## src/rtl/video_pkg.sv

```systemverilog
// ---------------------------------------------------------------------------
// video_pkg
// Shared definitions for the video source selector slice:
//   - state encoding of the selector FSM (RUN/PEND/SYNC/LOST)
//   - default 1280x720 timing constants
//   - RGB888 -> RGB565 packing helper
// No ports (package).
// ---------------------------------------------------------------------------
package video_pkg;

  localparam logic [1:0] RUN  = 2'd0;
  localparam logic [1:0] PEND = 2'd1;
  localparam logic [1:0] SYNC = 2'd2;
  localparam logic [1:0] LOST = 2'd3;

  typedef enum logic [1:0] {
    ST_RUN  = RUN,
    ST_PEND = PEND,
    ST_SYNC = SYNC,
    ST_LOST = LOST
  } mux_state_t;

  // Default 1280x720 raster
  localparam int H_ACTIVE = 1280;
  localparam int H_TOTAL  = 1650;
  localparam int V_ACTIVE = 720;
  localparam int V_TOTAL  = 750;

  // Keep the top bits of each 8-bit channel: R[7:3], G[7:2], B[7:3]
  function automatic logic [15:0] rgb565(input logic [23:0] rgb);
    return {rgb[23:19], rgb[15:10], rgb[7:3]};
  endfunction

endpackage

```

## src/rtl/sync_delay.sv

```systemverilog
// ---------------------------------------------------------------------------
// sync_delay
// Fixed-depth shift register for the {vs,hs,de} bundle so that sync can be
// aligned against a longer pixel pipeline downstream. DEPTH=0 degenerates to
// a plain wire.
// Ports:
//   clk    in   pixel clock
//   rst_n  in   asynchronous active-low reset (clears every stage)
//   d      in   WIDTH  bundle entering the delay line
//   q      out  WIDTH  bundle delayed by DEPTH cycles
// ---------------------------------------------------------------------------
module sync_delay #(
  parameter int WIDTH = 3,
  parameter int DEPTH = 4
) (
  input  logic             clk,
  input  logic             rst_n,
  input  logic [WIDTH-1:0] d,
  output logic [WIDTH-1:0] q
);

  generate
    if (DEPTH == 0) begin : g_wire
      assign q = d;
    end else begin : g_shift
      logic [WIDTH-1:0] stage [DEPTH];

      // Shift register; stage[0] takes the new bundle, stage[DEPTH-1] is the output
      always_ff @(posedge clk or negedge rst_n) begin
        if (!rst_n) begin
          for (int i = 0; i < DEPTH; i++) begin
            stage[i] <= '0;
          end
        end else begin
          stage[0] <= d;
          for (int i = 1; i < DEPTH; i++) begin
            stage[i] <= stage[i-1];
          end
        end
      end

      assign q = stage[DEPTH-1];
    end
  endgenerate

endmodule

```

## src/rtl/video_src_mux.sv

```systemverilog
// ---------------------------------------------------------------------------
// video_src_mux
// Frame-safe video source selector on the pixel clock. A source change is
// requested at any time but only takes effect on the current source's vsync
// rising edge; the first (partial) frame of the new source is blanked until
// its own vsync rises. Optional lost-source watchdog.
//
// Build option: define VIDEO_SRC_MUX_WATCHDOG_EN to include the watchdog
// counter, the LOST state and lost_o. Without it lost_o is tied to 0 and
// PEND/SYNC wait indefinitely.
//
// Ports:
//   clk          in   pixel clock
//   rst_n        in   asynchronous active-low reset
//   sel_i        in   SEL_W         requested source index
//   sel_req_i    in   1             request strobe, samples sel_i
//   src_vs_i     in   N_SRC         per-source vsync (positive)
//   src_hs_i     in   N_SRC         per-source hsync (positive)
//   src_de_i     in   N_SRC         per-source data enable
//   src_rgb_i    in   N_SRC*PIX_W   per-source pixel, source k at [k*PIX_W +: PIX_W]
//   vs_o/hs_o/de_o out 1            selected sync, 1+SYNC_DLY cycles latency
//   rgb_o        out  PIX_W         selected pixel, 1 cycle latency
//   rgb565_o     out  16            RGB565 packing of rgb_o
//   cur_sel_o    out  SEL_W         source driving the outputs
//   busy_o       out  1             switch pending or in progress
//   lost_o       out  1             watchdog tripped
//   frame_cnt_o  out  FCNT_W        frames delivered (wraps)
// ---------------------------------------------------------------------------
module video_src_mux
  import video_pkg::*;
#(
  parameter int N_SRC    = 3,
  parameter int PIX_W    = 24,
  parameter int SYNC_DLY = 4,
  parameter int TIMEOUT  = 2_000_000,
  parameter int FCNT_W   = 9
) (
  input  logic                      clk,
  input  logic                      rst_n,
  input  logic [$clog2(N_SRC)-1:0]  sel_i,
  input  logic                      sel_req_i,
  input  logic [N_SRC-1:0]          src_vs_i,
  input  logic [N_SRC-1:0]          src_hs_i,
  input  logic [N_SRC-1:0]          src_de_i,
  input  logic [N_SRC*PIX_W-1:0]    src_rgb_i,
  output logic                      vs_o,
  output logic                      hs_o,
  output logic                      de_o,
  output logic [PIX_W-1:0]          rgb_o,
  output logic [15:0]               rgb565_o,
  output logic [$clog2(N_SRC)-1:0]  cur_sel_o,
  output logic                      busy_o,
  output logic                      lost_o,
  output logic [FCNT_W-1:0]         frame_cnt_o
);

  localparam int SEL_W = $clog2(N_SRC);
  localparam logic [SEL_W:0] N_SRC_L = (SEL_W+1)'(N_SRC);

  mux_state_t        state;
  mux_state_t        state_nxt;
  logic [SEL_W-1:0]  cur_sel;
  logic [SEL_W-1:0]  pend_sel;
  logic              pend_v;
  logic [N_SRC-1:0]  vs_q;
  logic [N_SRC-1:0]  vsr;
  logic              vsr_cur;
  logic              req_ok;
  logic              do_switch;
  logic              wd_trip;
  logic [FCNT_W-1:0] frame_cnt;
  logic              force_de;
  logic              force_all;
  logic              sel_vs;
  logic              sel_hs;
  logic              sel_de;
  logic [PIX_W-1:0]  sel_rgb;
  logic [PIX_W-1:0]  rgb_q;
  logic [2:0]        sync_q;
  logic [2:0]        sync_dly;

  // Previous vsync of every source; a rising edge is seen combinationally so
  // the FSM reacts in the cycle right after the edge is registered.
  always_ff @(posedge clk or negedge rst_n) begin
    if (!rst_n) begin
      vs_q <= '0;
    end else begin
      vs_q <= src_vs_i;
    end
  end

  assign vsr     = src_vs_i & ~vs_q;
  assign vsr_cur = vsr[cur_sel];

  // Out-of-range indices are dropped; re-selecting the live source while
  // running is a no-op.
  assign req_ok    = sel_req_i && ({1'b0, sel_i} < N_SRC_L)
                     && !((state == ST_RUN) && (sel_i == cur_sel));
  assign do_switch = (state == ST_PEND) && vsr_cur;

`ifdef VIDEO_SRC_MUX_WATCHDOG_EN
  localparam int WD_W = $clog2(TIMEOUT + 1);
  localparam logic [WD_W-1:0] WD_MAX  = WD_W'(TIMEOUT);
  localparam logic [WD_W-1:0] WD_LAST = WD_W'(TIMEOUT - 1);

  logic [WD_W-1:0] wd_cnt;

  // Cycles since the selected source last started a frame, saturating
  always_ff @(posedge clk or negedge rst_n) begin
    if (!rst_n) begin
      wd_cnt <= '0;
    end else if (vsr_cur) begin
      wd_cnt <= '0;
    end else if (wd_cnt != WD_MAX) begin
      wd_cnt <= wd_cnt + 1'b1;
    end
  end

  // Trip as the count reaches TIMEOUT; a coincident vs edge wins
  assign wd_trip = (wd_cnt >= WD_LAST) && !vsr_cur;
`else
  assign wd_trip = 1'b0;
`endif

  // FSM state register
  always_ff @(posedge clk or negedge rst_n) begin
    if (!rst_n) begin
      state <= ST_RUN;
    end else begin
      state <= state_nxt;
    end
  end

  // FSM next-state logic
  always_comb begin
    state_nxt = state;
    case (state)
      ST_RUN: begin
        if (wd_trip)     state_nxt = ST_LOST;
        else if (pend_v) state_nxt = ST_PEND;
      end
      ST_PEND: begin
        if (vsr_cur)      state_nxt = ST_SYNC;
        else if (wd_trip) state_nxt = ST_LOST;
      end
      ST_SYNC: begin
        // vsr_cur already refers to the newly selected source here
        if (vsr_cur)      state_nxt = ST_RUN;
        else if (wd_trip) state_nxt = ST_LOST;
      end
      ST_LOST: begin
        if (vsr_cur) state_nxt = pend_v ? ST_PEND : ST_RUN;
      end
      default: state_nxt = ST_RUN;
    endcase
  end

  // FSM outputs: status flags and the blanking forces on the data path
  always_comb begin
    busy_o    = (state == ST_PEND) || (state == ST_SYNC);
    force_de  = (state == ST_SYNC);
    force_all = (state == ST_LOST);
`ifdef VIDEO_SRC_MUX_WATCHDOG_EN
    lost_o    = (state == ST_LOST);
`else
    lost_o    = 1'b0;
`endif
  end

  // Pending request and current selection. A request arriving in the same
  // cycle as the transfer becomes the next pending value.
  always_ff @(posedge clk or negedge rst_n) begin
    if (!rst_n) begin
      cur_sel  <= '0;
      pend_sel <= '0;
      pend_v   <= 1'b0;
    end else begin
      if (do_switch) begin
        cur_sel <= pend_sel;
      end
      if (req_ok) begin
        pend_sel <= sel_i;
        pend_v   <= 1'b1;
      end else if (do_switch) begin
        pend_v   <= 1'b0;
      end
    end
  end

  // Frames delivered: only complete frames of a settled source count
  always_ff @(posedge clk or negedge rst_n) begin
    if (!rst_n) begin
      frame_cnt <= '0;
    end else if ((state == ST_RUN) && vsr_cur) begin
      frame_cnt <= frame_cnt + 1'b1;
    end
  end

  // Source mux with blanking applied ahead of the output register
  always_comb begin
    sel_rgb = src_rgb_i[cur_sel*PIX_W +: PIX_W];
    sel_vs  = src_vs_i[cur_sel];
    sel_hs  = src_hs_i[cur_sel];
    sel_de  = src_de_i[cur_sel];
    if (force_all) begin
      sel_rgb = '0;
      sel_vs  = 1'b0;
      sel_hs  = 1'b0;
      sel_de  = 1'b0;
    end else if (force_de) begin
      sel_rgb = '0;
      sel_de  = 1'b0;
    end
  end

  // Common output register stage for pixel and sync
  always_ff @(posedge clk or negedge rst_n) begin
    if (!rst_n) begin
      rgb_q  <= '0;
      sync_q <= '0;
    end else begin
      rgb_q  <= sel_rgb;
      sync_q <= {sel_vs, sel_hs, sel_de};
    end
  end

  sync_delay #(
    .WIDTH (3),
    .DEPTH (SYNC_DLY)
  ) u_sync_delay (
    .clk   (clk),
    .rst_n (rst_n),
    .d     (sync_q),
    .q     (sync_dly)
  );

  assign {vs_o, hs_o, de_o} = sync_dly;
  assign rgb_o       = rgb_q;
  // Packing assumes 8 bits per channel in the low 24 bits
  assign rgb565_o    = rgb565(24'(rgb_q));
  assign cur_sel_o   = cur_sel;
  assign frame_cnt_o = frame_cnt;

endmodule

```

## config.mk

```make
export PLATFORM = sky130hd
export DESIGN_NAME = video_src_mux
export DESIGN_NICKNAME = d
export VERILOG_FILES = /design/src/rtl/video_pkg.sv /design/src/rtl/sync_delay.sv /design/src/rtl/video_src_mux.sv
export SDC_FILE = /design/constraint.sdc
export NUM_CORES = 1
export LEC_CHECK = 0
export BUFFER_PORTS_ARGS = -buffer_cell sky130_fd_sc_hd__buf_2
export CAP_MARGIN = 30
export CORE_AREA = 3 3 104 106
export DETAILED_ROUTE_END_ITERATION = 10
export DIE_AREA = 0 0 107 109
export PLACE_DENSITY = 0.59
export SYNTH_ARGS = -nofsm -noshare
export SYNTH_HDL_FRONTEND = slang
export SYNTH_SLANG_ARGS = --single-unit
```

## constraint.sdc

```tcl
create_clock -name clk -period 5.6 [get_ports clk]
set_clock_uncertainty 0.2 [all_clocks]
set_input_delay 0 -clock clk [delete_from_list [all_inputs] [get_ports clk]]
set_output_delay 0 -clock clk [all_outputs]
set_load 0.005 [all_outputs]
```

======== Word level (Yosys, flattened, before mapping) ========
Cells that the tools add are included.
storage, ports and cells
  flip-flop bits (word level) ............. 58
  input port bits ......................... 86
  output and inout port bits .............. 56
  word-level logic and storage cells ...... 59
operators by class
  add/sub/neg operators ................... 1
  $mul .................................... 1
  $lt $le $gt $ge ......................... 2
  equality and inequality tests ........... 8
  shift-type cells ........................ 1
  multiplexer cells ....................... 22
  bitwise operators ....................... 2
  reductions and logical operators ........ 10
operators by type and width
  kind                 count
  $shiftx 72x8->24     1
  $mux 24              2
  $mux 1               11
  $add 9x1->9 const B  1
  $bmux 1 s2           4
  $mux 2               4
  $ne 2x2->1 const B   4
  $pmux 2 s4           1
  $logic_and 1x1->1    5
  $eq 2x2->1 const B   2
  $mul 2x2->4 const B  1
  $reduce_and 4->1     1
  $and 3x3->3          1
  $lt 2x3->1 const B   1
  $not 3->3            1
  $eq 2x1->1 const B   1
  $eq 2x2->1           1
  $logic_not 2->1      1
  $lt 2x2->1 const B   1
  $reduce_bool 2->1    1
  $logic_not 1->1      1
  $logic_or 1x1->1     1

======== Logic depth before layout (Yosys ltp) ========
  word-level depth ........................ 7
  depth in mapped cells ................... 7

======== Modules after synthesis ========
From an unflattened synthesis, not the netlist that was laid out.
second synthesis, totals
  cells, all modules ...................... 262
  area, all modules ....................... 2,757.6 um^2
modules (own cells, without submodules)
  module         times used  cells an instance  area each (um^2)  sequential area each (um^2)
  video_src_mux  1           247                2,434.8           1,151.1
  sync_delay     1           15                 322.8             300.3

======== Worst setup path after synthesis ========
No wires, ideal clock.
  path type ............................... flip-flop to flip-flop
  start ................................... register state[0]
  end ..................................... register state[1]
  library setup time ...................... 0.128 ns
  arrival time ............................ 1.600 ns
  path slack .............................. 3.672 ns
  cell stages (with the launch flop) ...... 8
  buffers on the path ..................... 1
  clock period less this slack ............ 1.928 ns
  cell sequence ........................... dfrtp_1 -> inv_1 -> ha_1 -> or2_2 -> clkbuf_1 -> nor2_1 -> o22ai_1 -> mux2_1
on the way
  longest elaborated chain between the ends .. 3
  elaborated cells on any way between the ends .. 10
  those cells by class .................... 7 x eq/ne; 1 x mux; 2 x reduce/logical
RTL lines
  element                                   line                  RTL
  start, declared                           video_src_mux.sv:60   mux_state_t state;
  start signal, assigned                    video_src_mux.sv:130  state <= state_nxt;
  $eq 2x1->1, or another cell as far along  video_src_mux.sv:137  case (state)
  $ne 2x2->1 (no source line)               n/a
  $reduce_and 4->1 (no source line)         n/a
Several ways; a longest one is shown, not always the timed one.
A chain may end at the register's enable or synchronous reset.

======== Final worst setup path ========
  start ................................... register cur_sel[0] (netlist: cur_sel_o[0])
  end ..................................... register rgb_q[15] (netlist: rgb_o[15])
on the way
  longest elaborated chain between the ends .. 4
RTL lines
  element                 line                  RTL
  start, declared         video_src_mux.sv:62   logic [SEL_W-1:0] cur_sel;
  start signal, assigned  video_src_mux.sv:179  cur_sel <= pend_sel;
  $mul 2x2->4             video_src_mux.sv:201  sel_rgb = src_rgb_i[cur_sel*PIX_W +: PIX_W];
  $shiftx 72x8->24        video_src_mux.sv:201
  $mux 24                 video_src_mux.sv:210  end else if (force_de) begin
  $mux 24                 video_src_mux.sv:205  if (force_all) begin
  net sel_rgb[15]         video_src_mux.sv:77   logic [PIX_W-1:0] sel_rgb;
  end signal, assigned    video_src_mux.sv:222  rgb_q <= sel_rgb;
  end, declared           video_src_mux.sv:78   logic [PIX_W-1:0] rgb_q;
The timed path passes the listed nets, and every way through them passes these cells.

==> results.sh <==
export IMPL_run_status="finished clean"
export IMPL_cap_violations=0
export IMPL_num_io_pins=142
export IMPL_synth_enable_flop_cells=0
export IMPL_maxSlewViolCount=0
export IMPL_async_flop_share=1.00
export IMPL_yosys_warnings=0
export IMPL_cts_resized=0
export IMPL_crit_required_ns=5.65
export IMPL_leakagePower_nw=2.22
export IMPL_p_sw_uw=718
export IMPL_grt_pass1_vias=2487
export IMPL_grt_overflow_total=0
export IMPL_fp_dieH_um=109
export IMPL_final_area_mm2=0.00435
export IMPL_drive_gt1_frac=0.386
export IMPL_cts_tree="yes"
export IMPL_cp_start_kind="flop"
export IMPL_syn_cell_area_mm2=0.00277
export IMPL_tightest_slew_ns=0.723
export IMPL_relSlewSlack=0.518
export IMPL_num_vias=2479
export IMPL_worstSkewPairLatency_ns=0.33
export IMPL_synth_nets=348
export IMPL_syn_avg_cell_area_um2=10.8
export IMPL_seqPwrFrac=0.335
export IMPL_vias_per_cell=4.28
export IMPL_drcViolationCount=0
export IMPL_finalWirelength_um=7350
export IMPL_final_setup_tns_ns=0
export IMPL_core_region_area_mm2=0.00986
export IMPL_fin_crit_sh=0.507
export IMPL_p_int_mw=1.37
export IMPL_ys_seq_area_frac=0.524
export IMPL_dieArea_mm2=0.0117
export IMPL_synth_main_ff_cell="dfrtp_1"
export IMPL_final_cell_mix="buf_2 (140), dlygate4sd3_1 (61), dfrtp_1 (57)"
export IMPL_cp_end_kind="flop"
export IMPL_hold_ws_ns=0.147
export IMPL_synthDistinctLibCells=37
export IMPL_finalHoldViolCount=0
export IMPL_clk_pin_slew_ns=0.07
export IMPL_cts_num_sinks=58
export IMPL_first_iter_violations=76
export IMPL_critPathSlowestCell="dfrtp_1"
export IMPL_area_delta_synth_final_pct=57.2
export IMPL_crit_chain="buf_16, nor2b_2, buf_8, a21oi_1, dlygate4sd3_1, nor2_1"
export IMPL_grt_usage=0.125
export IMPL_ant_nets=0
export IMPL_swShare=0.344
export IMPL_rsz0062_at_grt="no"
export IMPL_ctsLongestPathBuffers=2
export IMPL_antenna_found_initial=0
export IMPL_fmax_mhz=352
export IMPL_peakVddDrop_mv=0.207
export IMPL_synth_cells=256
export IMPL_crit_path_max_fanout=19
export IMPL_nets=533
export IMPL_post_dp_cell_area_mm2=0.00349
export IMPL_gp_congestion=0.734
export IMPL_arrival_ns=2.89
export IMPL_setup_violations=0
export IMPL_clock_root_buffer="clkbuf_8"
export IMPL_path_buf_inv=3
export IMPL_grt_pass1_wl_um=11400
export IMPL_antenna_cells=0
export IMPL_post_drt_wl_per_cell_um=12.7
export IMPL_die_x_um=107
export IMPL_grt_max_degree=59
export IMPL_clockPowerShare=0.208
export IMPL_combPwrFrac=0.457
export IMPL_critPathMaxStageDelay_ns=0.81
export IMPL_p_per_area_mw_per_mm2=480
export IMPL_min_period_ns=2.84
export IMPL_final_common_cell="buf_2"
export IMPL_htreeDepth=3
export IMPL_cts_buffers=9
export IMPL_dr_pass1_iters=4
export IMPL_numPortBuffers=140
export IMPL_hpwl_um=4990
export IMPL_path_delay_family="buffers and inverters"
export IMPL_std_cell_rows=36
export IMPL_post_cts_setup_buffers=0
export IMPL_hold_path_class="primary input to async pin"
export IMPL_start_util=0.281
export IMPL_criticalPathCategory="flop to flop"
export IMPL_synth_seq_cells=58
[synth_stat cells (all sizes together) (3+ instances only)]
cell | instances | area, um^2
mux2 | 6 | 67.6
mux2i | 26 | 260
a21oi | 28 | 140
ha | 6 | 75.1
buf | 26 | 178
xor2 | 6 | 52.6
dfrtp | 58 | 1450
nand2 | 4 | 17.5
nor3 | 4 | 25.0
inv | 3 | 11.3
nand3 | 6 | 35.0
nor2 | 55 | 206
clkbuf | 5 | 18.8
[final timing paths]
check | to | slack (ns) | depth (start not counted) | start
worst max-delay path | rgb_o[15]$_DFF_PN0_ | 2.76 | 6 | cur_sel_o[0]$_DFFE_PN0P_
worst min-delay path | u_sync_delay.q[0]$_DFF_PN0_ | 0.15 | 3 | rst_n
worst max register to register | rgb_o[15]$_DFF_PN0_ | 2.76 | 6 | cur_sel_o[0]$_DFFE_PN0P_
worst min register to register | u_sync_delay.g_shift.stage[8]$_DFF_PN0_ | 0.15 | 0 | u_sync_delay.g_shift.stage[11]$_DFF_PN0_
max in group asynchronous | cur_sel_o[1]$_DFFE_PN0P_ | 4.53 | 3 | rst_n
min in group clk | u_sync_delay.g_shift.stage[8]$_DFF_PN0_ | 0.15 | 0 | u_sync_delay.g_shift.stage[11]$_DFF_PN0_
[repair_timing]
item | in CTS | in global routing
hold buffers | 61 | 0
endpoints found under the hold margin | 91 | 0
endpoints found under the setup margin | 0 | 0
[routing by layer]
metal / track usage / vias up / share of wire
li1: - / 1212 / -
met1: 0.142 / 1171 / 0.39
met2: 0.223 / 83 / 0.54
met3: 0.0255 / 13 / 0.054
met4: 0.0603 / 0 / 0.021
met5: 0 / - / 0
[area by class of cell]
class / instances / area [um^2]
Multi-Input combinational cell: 164 / 1110
Tap cell: 133 / 166
Fill cell: 933 / 5510
Sequential cell: 58 / 1450
Timing Repair Buffer: 205 / 1380
Clock inverter: 6 / 90.1
Clock buffer: 10 / 138
Inverter: 3 / 11.3
[sequential cells by signal, indices dropped and copies added, names as in the netlist]
signal                      count
pend_sel                        2
u_sync_delay.g_shift.stage      9
vs_q                            3
sync_q                          3
frame_cnt_o                     9
rgb_o                          24
pend_v                          1
state                           2
cur_sel_o                       2
u_sync_delay.q                  3
[worst register-to-register path, stage by stage, from the launching register on]
cell,delay [ns]
dfrtp_1,0.81
buf_16,0.23
nor2b_2,0.53
buf_8,0.23
a21oi_1,0.09
dlygate4sd3_1,0.56
nor2_1,0.12
[stage by stage]
stage / std cells / setup slack [ns] / total power [mW] / util
CTS: 578 / 2.71 / 2.10 / 0.439
detailed placement: 501 / 3.10 / 1.49 / 0.354
floorplan: 256 / 3.67 / 1.24 / -
global route: 579 / 2.63 / 2.25 / 0.441
global placement: 499 / 2.85 / 1.44 / 0.350
finish: 579 / 2.76 / 2.09 / 0.441
[cells by family (layout without fill, tap and decap cells)]
group	Yosys count	in the layout	share of synthesized area
other	1	1	0.00135
flip-flops	58	58	0.524
AND/OR/NAND/NOR	80	80	0.149
XOR/XNOR	8	8	0.0253
adder cells (fa/ha/maj)	6	6	0.0271
multiplexers	32	32	0.118
buffers and inverters	34	224	0.0750
AO/OA/AOI/OAI	37	37	0.0795
[power groups by stage]
stage	registers [mW]	logic [mW]	clock network (mW)
global route	0.725	1.06	0.466
floorplan	0.671	0.567	0
CTS	0.742	0.909	0.450
global placement	0.759	0.679	0
detailed placement	0.750	0.737	0
finish	0.700	0.955	0.435
Power figures use the tool's default switching activity.
